===== config.mk =====
export PLATFORM = sky130hd
export DESIGN_NAME = rgbled_stream
export DESIGN_NICKNAME = d
export VERILOG_FILES = /design/src/rtl/rgbled_stream.sv
export SDC_FILE = /design/constraint.sdc
export NUM_CORES = 1
export LEC_CHECK = 0
export CAP_MARGIN = 10
export CORE_UTILIZATION = 45
export CTS_CLUSTER_SIZE = 16
export DETAILED_ROUTE_END_ITERATION = 6
export GPL_ROUTABILITY_DRIVEN = 0
export MAX_ROUTING_LAYER = met4
export PLACE_DENSITY = 0.73
export SYNTH_ARGS = -nofsm -noshare
export SYNTH_HDL_FRONTEND = slang
export SYNTH_SLANG_ARGS = --single-unit

===== constraint.sdc =====
create_clock -name clk -period 4.64 [get_ports clk]
set_clock_uncertainty 0.15 [all_clocks]
set_input_delay 0.464 -clock clk [delete_from_list [all_inputs] [get_ports clk]]
set_output_delay 0.464 -clock clk [all_outputs]
set_load 0.02 [all_outputs]

===== src/rtl/rgbled_stream.sv =====
// Serial RGB LED chain driver: shifts an N-bit frame out as T_BIT-cycle pulse-width slots
// followed by a low latch gap; "repeat" is a reserved word, so the chaining input is repeat_frame.
module rgbled_stream #(
    parameter int LEDS         = 4,
    parameter int BITS_PER_LED = 24,
    parameter int T_BIT        = 32,
    parameter int T0H          = 11,
    parameter int T1H          = 21,
    parameter int RES_CYCLES   = 1344
) (
    input  logic                         clk,
    input  logic                         nreset,
    input  logic [LEDS*BITS_PER_LED-1:0] data,
    input  logic                         start,
    input  logic                         repeat_frame,
    output logic                         led,
    output logic                         busy,
    output logic                         done
);

    localparam int N  = LEDS * BITS_PER_LED;
    localparam int BW = (N > 1) ? $clog2(N) : 1;
    localparam int TW = (T_BIT > 1) ? $clog2(T_BIT) : 1;
    localparam int RW = (RES_CYCLES > 1) ? $clog2(RES_CYCLES) : 1;

    localparam logic [BW-1:0] BIT_LAST  = BW'(N - 1);
    localparam logic [TW-1:0] SLOT_LAST = TW'(T_BIT - 1);
    localparam logic [RW-1:0] GAP_LAST  = RW'(RES_CYCLES - 1);
    localparam logic [TW-1:0] HIGH0     = TW'(T0H);
    localparam logic [TW-1:0] HIGH1     = TW'(T1H);

    if (!(T0H >= 1 && T0H < T1H && T1H < T_BIT && RES_CYCLES >= 1 && N >= 1)) begin : g_bad_params
        $error("rgbled_stream: illegal timing parameters (need 1 <= T0H < T1H < T_BIT, RES_CYCLES >= 1, N >= 1)");
    end

    typedef enum logic [1:0] {
        IDLE  = 2'd0,
        SEND  = 2'd1,
        LATCH = 2'd2
    } state_t;

    state_t        state, state_nx;
    logic [N-1:0]  shadow, shadow_nx;
    logic [BW-1:0] bit_cnt, bit_nx;
    logic [TW-1:0] slot_cnt, slot_nx;
    logic [RW-1:0] gap_cnt, gap_nx;
    logic          led_nx, busy_nx, done_nx;
    logic [TW-1:0] high_len;

    always_comb begin
        state_nx  = state;
        shadow_nx = shadow;
        bit_nx    = bit_cnt;
        slot_nx   = slot_cnt;
        gap_nx    = gap_cnt;
        unique case (state)
            IDLE: begin
                if (start) begin
                    state_nx  = SEND;
                    shadow_nx = data;
                    bit_nx    = '0;
                    slot_nx   = '0;
                end
            end
            SEND: begin
                if (slot_cnt == SLOT_LAST) begin
                    slot_nx = '0;
                    if (bit_cnt == BIT_LAST) begin
                        state_nx = LATCH;
                        bit_nx   = '0;
                        gap_nx   = '0;
                    end else begin
                        bit_nx = bit_cnt + 1'b1;
                    end
                end else begin
                    slot_nx = slot_cnt + 1'b1;
                end
            end
            LATCH: begin
                if (gap_cnt == GAP_LAST) begin
                    gap_nx = '0;
                    // Chained frames reload here so slot 0 follows the gap with no idle cycle.
                    if (repeat_frame) begin
                        state_nx  = SEND;
                        shadow_nx = data;
                        bit_nx    = '0;
                        slot_nx   = '0;
                    end else begin
                        state_nx = IDLE;
                    end
                end else begin
                    gap_nx = gap_cnt + 1'b1;
                end
            end
            default: state_nx = IDLE;
        endcase
    end

    // Outputs are computed from next-state values so each flop shows the coming cycle directly.
    always_comb begin
        high_len = shadow_nx[bit_nx] ? HIGH1 : HIGH0;
        led_nx   = (state_nx == SEND) && (slot_nx < high_len);
        busy_nx  = (state_nx != IDLE);
        done_nx  = (state_nx == LATCH) && (gap_nx == GAP_LAST);
    end

    always_ff @(posedge clk or negedge nreset) begin
        if (!nreset) begin
            state    <= IDLE;
            shadow   <= '0;
            bit_cnt  <= '0;
            slot_cnt <= '0;
            gap_cnt  <= '0;
            led      <= 1'b0;
            busy     <= 1'b0;
            done     <= 1'b0;
        end else begin
            state    <= state_nx;
            shadow   <= shadow_nx;
            bit_cnt  <= bit_nx;
            slot_cnt <= slot_nx;
            gap_cnt  <= gap_nx;
            led      <= led_nx;
            busy     <= busy_nx;
            done     <= done_nx;
        end
    end

endmodule


# == Yosys cells after proc, flatten, opt, wreduce, memory -nomap -nowiden ==
# Index checks and enable logic that the tools add are counted.
# totals
mem_bits_ro,0
ram_bits,0
out_inout_bits,3
ff_bits,124
latch_bits,0
n_memories,0
# classes
reduce_logical,4
n_mul,0
div_mod_pow,0
n_eq_ne,8
order_cmp,2
n_mux,28
n_bitwise,0
shift,0
add_sub_neg,3
# op_table
op,count
$mux 96,3
$pmux 96 s2,1
$mux 7,5
$mux 11,3
$mux 5,5
$eq 11x11->1 const B,2
$pmux 11 s2,1
$pmux 7 s3,1
$pmux 5 s3,1
$add 11x1->11 const B,1
$lt 7x8->1 const B,1
$mux 2,4
$add 7x1->7 const B,1
$bmux 1 s7,1
$eq 7x7->1 const B,1
$pmux 2 s3,1
$add 5x1->5 const B,1
$eq 5x5->1 const B,1
$lt 5x5->1,1
$eq 2x1->1 const B,2
$eq 2x2->1 const B,2
$logic_and 1x1->1,2
$logic_not 2->1,1
$mux 1,2
$reduce_bool 2->1,1

# == Depth between registers and ports, before layout ==
# Gate-level depths: netlist of the first run.
# logic_depth
ltp_word,9
ltp_mapped,20
depth_no_buf,17

# == Least setup slack after synthesis of the first run ==
# Ideal clock, no wire load.
# synth_path
path_kind,reg-to-reg
startpoint,reg slot_cnt[0]
endpoint,reg led
setup_time_ns,0.082
stages_incl_launch_ff,19
path_buffers,1
slack_ns,0.743
arrival_ns,3.665
path_cell_list,dfrtp_1 ha_1 and3_1 ha_1 or3b_2 a31o_2 a21oi_1 a21oi_2 inv_1 buf_2 o211ai_1 o311a_1 o31ai_1 a211oi_2 or3_1 ha_1 a211oi_1 nand2_1 a31oi_1
# synth_between
elab_chain_cells,8
# synth_lines
item,line_no,source
"start, declared",45,"logic [TW-1:0] slot_cnt, slot_nx;"
"start signal, assigned",121,slot_cnt <= slot_nx;
$eq 5x5->1,66,if (slot_cnt == SLOT_LAST) begin
$mux 7,66,
$pmux 7 s3,56,unique case (state)
$bmux 1 s7,101,high_len = shadow_nx[bit_nx] ? HIGH1 : HIGH0;
$mux 1 (not written as such),101,
$mux 5,101,
$lt 5x5->1,102,led_nx = (state_nx == SEND) && (slot_nx < high_len);
$logic_and 1x1->1 *,102,
net led_nx,47,"logic led_nx, busy_nx, done_nx;"
"end signal, assigned",123,led <= led_nx;
"end, declared",16,"output logic led,"
# Mark *: on every way through the listed nets, which the timed path passes. The rest lies on a longest branch. The select of a mux whose other input is x is not followed.

# == Final worst setup path of the first run ==
# Same ends and word-level chain as after synthesis.

==> run summary, run 1 <==
The run finished, with violations left. The final reports fail on hold timing. In this run the core area contains 44 standard-cell rows. Timing would allow up to 0.234 GHz.

Compared with the post-synthesis result, the final layout area differs by 27.1%. The run gives 0 as the total count of max-transition violations in the final report. For the pin with the worst max-slew slack, the measured transition is 0.946 ns. Counting both buffers and inverters, the worst setup path holds a total of 2. The critical path startpoint category was a register. After detailed routing, the wire length on met1 is 7.80 mm. The tool flagged a number of max-cap violations equal to 0. The via count of the first global-routing pass was 5506.

Power spread over the standard cell area amounts to 309 mW/mm^2. Of all nets on the critical path, the largest fanout is 9. TritonCTS built the clock tree.

For this run, design rule violations remaining after detail routing come to 0. The total of warnings raised by yosys was 0. Summed over all cells, the static leakage comes to 3.77 nW. The most frequently used flop master after synthesis is sky130_fd_sc_hd__dfrtp_1. The worst min-delay path category is in2async.

The routed design uses 8.12 mm of met2 wire. The final wirelength was 17.6 mm; the total instance count after detailed placement was 854. The synthesized design contains 124 register bits. H-tree depth reported by CTS: 4. The starting utilization of the core area was 0.462; the clock network latency to the later pin of the worst-skew pair was 0.42 ns. The total global routing track utilization was 0.250; the first-pass GRT wire length was 28.2 mm. Signal routing reaches up to met4.

IR analysis of the VDD net gives a maximum drop of 249 uV. The worst setup path is captured at a register. At the worst endpoint, the required time is 4.84 ns. In this run, post-CTS hold repair placed 0 buffers.

Traced cell by cell, the critical path runs through ha_1 -> and3_1 -> ha_1 -> or3b_2 -> a31o_2 -> a21oi_1 -> a21oi_2 -> inv_1 -> buf_4 -> o211ai_1 -> o311a_1 -> o31ai_1 -> a211oi_2 -> or3_1 -> ha_1 -> a211oi_1 -> nand2_1 -> a31oi_1. The detailed-routed wire length on met3 was 1.16 mm; the share of flip-flops with an asynchronous set or reset was 1.00. The number of synthesized flops with an enable pin was 0. The worst hold-check slack is -0.00427 ns, and the average wire per standard cell is 19.9 um. The portion of the post-synthesis area used by sequential elements was 0.462; the number of setup violations in the final report was 0. The number of antenna diodes in the final layout is 0. The total via count after detailed routing came out at 5632. For the number of buffers inserted during clock tree synthesis, the log shows 17.

The fill cell instance count of the final layout was 1190. The worst setup path is of the reg2reg kind. The headroom to the max-slew limit is 0.369, and the antenna violation net count after detailed routing is 0. For this run, the slowest stage of the critical path takes 0.48 ns.

Clock-pin slew was measured on the worst setup and hold paths at 0.06 ns. The logs give 103 for the top-level I/O count and 0.00264 W for the overall power after layout. At the worst endpoint, the arrival time is 4.47 ns. For this design, the sink count on the clock tree is 124. The final cycle utilization of the critical path works out to 0.922.

The run gives 886 as the number of non-filler instances in the completed layout. The number of failing hold endpoints at the final stage was 8; the number of setup buffers added after CTS was 0. For this design, the slowest cell found on the critical path is sky130_fd_sc_hd__or3b_2. From bottom edge to top edge, the die measures 124 um. In this run, the number of DRC markers left after iteration 0 of detailed routing was 554.

Residual overflow from global routing: 0. The via count normalized by instance count is 6.36. The final net count was 801; the number of buffers inserted by port buffering was 102. The cell area that synthesis handed to floorplanning was 0.00672 mm^2. Gate family responsible for the most delay along the worst path: compound AO/OA/AOI/OAI gates.

The cell count after synthesis came out at 597. The cell seen most often among critical-path stages was sky130_fd_sc_hd__ha_1. The total negative setup slack was 0 ns.

In this run the clock root is driven by a sky130_fd_sc_hd__clkbuf_16. The mean instance size in the synthesized netlist works out to 11.3 um^2. Setup repair after global routing left no endpoint under its margin. The net count after synthesis was 709. From left edge to right edge, the die measures 124 um. The fraction of layout cells with a size suffix above 1 is 0.140, and the area of the core is 0.0145 mm^2. Entering global routing, the biggest net connects 75 pins.

After layout, the minimum clock period comes to 4.28 ns. The logs give 0 for the number of antenna violations at the first check in global routing and 5 for the detailed-routing iteration count for the pre-antenna-repair pass. The run gives 2 as the maximum clock path buffer count.

Yosys mapped the design onto 67 distinct sky130hd cell types. The tools report the area of the die as 0.0154 mm^2. The detailed placer's ending HPWL came out at 11.7 mm.
cells in the mapped netlist (4+ instances only):
library cell	n	share of area
sky130_fd_sc_hd__and3_1	5	0.0047
sky130_fd_sc_hd__or3_1	5	0.0047
sky130_fd_sc_hd__a22o_1	89	0.12
sky130_fd_sc_hd__a31oi_1	7	0.0065
sky130_fd_sc_hd__nand2_1	32	0.018
sky130_fd_sc_hd__a21oi_1	8	0.0060
sky130_fd_sc_hd__a221o_1	8	0.012
sky130_fd_sc_hd__o2111ai_1	4	0.0052
sky130_fd_sc_hd__buf_2	27	0.020
sky130_fd_sc_hd__nor2_1	19	0.011
sky130_fd_sc_hd__inv_1	10	0.0056
sky130_fd_sc_hd__a221oi_1	11	0.014
sky130_fd_sc_hd__or2_2	5	0.0047
sky130_fd_sc_hd__o21ai_0	23	0.017
sky130_fd_sc_hd__nand3_1	17	0.013
sky130_fd_sc_hd__mux4_1	5	0.020
sky130_fd_sc_hd__o31ai_1	5	0.0056
sky130_fd_sc_hd__mux4_2	5	0.017
sky130_fd_sc_hd__nand2b_1	7	0.0065
sky130_fd_sc_hd__and4_1	4	0.0052
sky130_fd_sc_hd__nor3_1	9	0.0067
sky130_fd_sc_hd__o2111a_1	7	0.012
sky130_fd_sc_hd__a22oi_1	11	0.012
sky130_fd_sc_hd__mux2i_1	16	0.024
sky130_fd_sc_hd__buf_4	4	0.0045
sky130_fd_sc_hd__dfrtp_1	124	0.46
sky130_fd_sc_hd__a21o_1	6	0.0067
sky130_fd_sc_hd__mux2_2	21	0.035
sky130_fd_sc_hd__buf_1	4	0.0022
sky130_fd_sc_hd__a211oi_1	6	0.0067
sky130_fd_sc_hd__nand4_1	6	0.0056
sky130_fd_sc_hd__clkbuf_1	11	0.0061
sky130_fd_sc_hd__o211ai_1	14	0.016
sky130_fd_sc_hd__ha_1	12	0.022
sky130_fd_sc_hd__nor2b_1	8	0.0074
routing by layer:
| metal | global-route usage | vias up |
|---|---|---|
| met2 | 0.363 | 245 |
| met5 | - | - |
| met1 | 0.328 | 2794 |
| met3 | 0.0737 | 48 |
| met4 | 0.0990 | 0 |
| li1 | - | 2545 |
cells by family after synthesis:
| family | synth area share |
|---|---|
| AO/OA/AOI/OAI | 0.275 |
| adder cells (fa/ha/maj) | 0.0223 |
| buffers and inverters | 0.0456 |
| flip-flops | 0.462 |
| multiplexers | 0.0953 |
| AND/OR/NAND/NOR | 0.100 |
layout make-up:
class,instances,area [um^2],share of cell area
inverters,13,51.3,0.00601
clock inverters,9,158,0.0185
multi-input cells,411,3330,0.389
flip-flops and latches,124,3100,0.363
repair buffers,122,1190,0.140
clock buffers,23,478,0.0560
well taps,184,230,0.0270
cells in the final DEF (no fill, tap or decap), types with 4 or more instances in the layout:
master                            instances
sky130_fd_sc_hd__mux4_1                   5
sky130_fd_sc_hd__nand4_1                  6
sky130_fd_sc_hd__buf_4                   19
sky130_fd_sc_hd__o2111ai_1                4
sky130_fd_sc_hd__bufinv_16                4
sky130_fd_sc_hd__mux4_2                   5
sky130_fd_sc_hd__inv_1                   10
sky130_fd_sc_hd__nand3_1                 17
sky130_fd_sc_hd__a221o_1                  8
sky130_fd_sc_hd__mux2i_1                 16
sky130_fd_sc_hd__o211ai_1                14
sky130_fd_sc_hd__nand2_1                 32
sky130_fd_sc_hd__dfrtp_1                124
sky130_fd_sc_hd__or2_2                    5
sky130_fd_sc_hd__o2111a_1                 7
sky130_fd_sc_hd__a21oi_1                  8
sky130_fd_sc_hd__and3_1                   5
sky130_fd_sc_hd__nor2b_1                  8
sky130_fd_sc_hd__a221oi_1                11
sky130_fd_sc_hd__nand2b_1                 7
sky130_fd_sc_hd__nor3_1                   9
sky130_fd_sc_hd__or3_1                    5
sky130_fd_sc_hd__mux2_2                  21
sky130_fd_sc_hd__and4_1                   4
sky130_fd_sc_hd__a22o_1                  89
sky130_fd_sc_hd__clkdlybuf4s50_1        101
sky130_fd_sc_hd__nor2_1                  19
sky130_fd_sc_hd__a21o_1                   5
sky130_fd_sc_hd__clkbuf_16               17
sky130_fd_sc_hd__a31oi_1                  7
sky130_fd_sc_hd__a211oi_1                 6
sky130_fd_sc_hd__o31ai_1                  5
sky130_fd_sc_hd__o21ai_0                 23
sky130_fd_sc_hd__a22oi_1                 11
sky130_fd_sc_hd__ha_1                    12
worst register-to-register path, delay by kind of cell (launching register included):
kind	cells	cell delay, ns
adder cells (fa/ha/maj)	3	0.80
AND/OR/NAND/NOR	4	1.11
flip-flops	1	0.39
AO/OA/AOI/OAI	9	1.49
buffers and inverters	2	0.25
where the power goes:
part           leakage [nW]  switching (W)  internal, W
Clock                 0.304       0.000485     0.000944
Combinational          1.84      0.0000461    0.0000820
Sequential             1.62              0      0.00108
Total                  3.77       0.000531      0.00211
sequential cells by signal, summed over array words and instances, names as in the netlist:
name / flops
done: 1
busy: 1
gap_cnt: 11
slot_cnt: 5
bit_cnt: 7
led: 1
shadow: 96
state: 2
repair_timing:
| action | 4_1_cts | 5_1_grt |
|---|---|---|
| gates resized for setup | 0 | 1 |
| hold endpoints to repair | 0 | 0 |
| endpoints found under the setup margin | 0 | 1 |
stage by stage:
stage          area [um^2]   util  hold slack, ns  setup WS [ns]
3_3_place_gp          7900  0.543           0.335          0.440
3_5_place_dp          7900  0.543           0.333          0.356
2_1_floorplan         6720      -          0.0184          0.743
4_1_cts               8530  0.587          0.0183          0.333
5_1_grt               8540  0.588          0.0446         0.0787
6_report              8540  0.588        -0.00427          0.363
worst paths after layout:
path,cells after the start,startpoint,slack (ns),end
worst max-delay path,18,slot_cnt[0]$_DFF_PN0_,0.36,led$_DFF_PN0_
worst min-delay path,2,nreset,-0.004,shadow[28]$_DFF_PN0_
worst max register to register,18,slot_cnt[0]$_DFF_PN0_,0.36,led$_DFF_PN0_
worst min register to register,1,shadow[9]$_DFF_PN0_,0.35,shadow[9]$_DFF_PN0_
max in group asynchronous,2,nreset,3.59,shadow[94]$_DFF_PN0_
min in group clk,1,shadow[9]$_DFF_PN0_,0.35,shadow[9]$_DFF_PN0_
(Power assumes the default switching activity.)
==> run 2, diff against run 1 <==
--- a/config.mk
+++ b/config.mk
@@ -7,7 +7,7 @@
 export LEC_CHECK = 0
 export CAP_MARGIN = 10
 export CORE_UTILIZATION = 45
-export CTS_CLUSTER_SIZE = 16
+export CTS_CLUSTER_SIZE = 25
 export DETAILED_ROUTE_END_ITERATION = 6
 export GPL_ROUTABILITY_DRIVEN = 0
 export MAX_ROUTING_LAYER = met4
==> results of run 2 <==
Final layout, timing and power as in run 1 (identical DEF).
==> run 3, diff against run 2 <==
--- a/config.mk
+++ b/config.mk
@@ -7,6 +7,7 @@
 export LEC_CHECK = 0
 export CAP_MARGIN = 10
 export CORE_UTILIZATION = 45
+export CTS_CLUSTER_DIAMETER = 40
 export CTS_CLUSTER_SIZE = 25
 export DETAILED_ROUTE_END_ITERATION = 6
 export GPL_ROUTABILITY_DRIVEN = 0
==> results of run 3 <==
Final layout, timing and power as in run 1 (identical DEF).
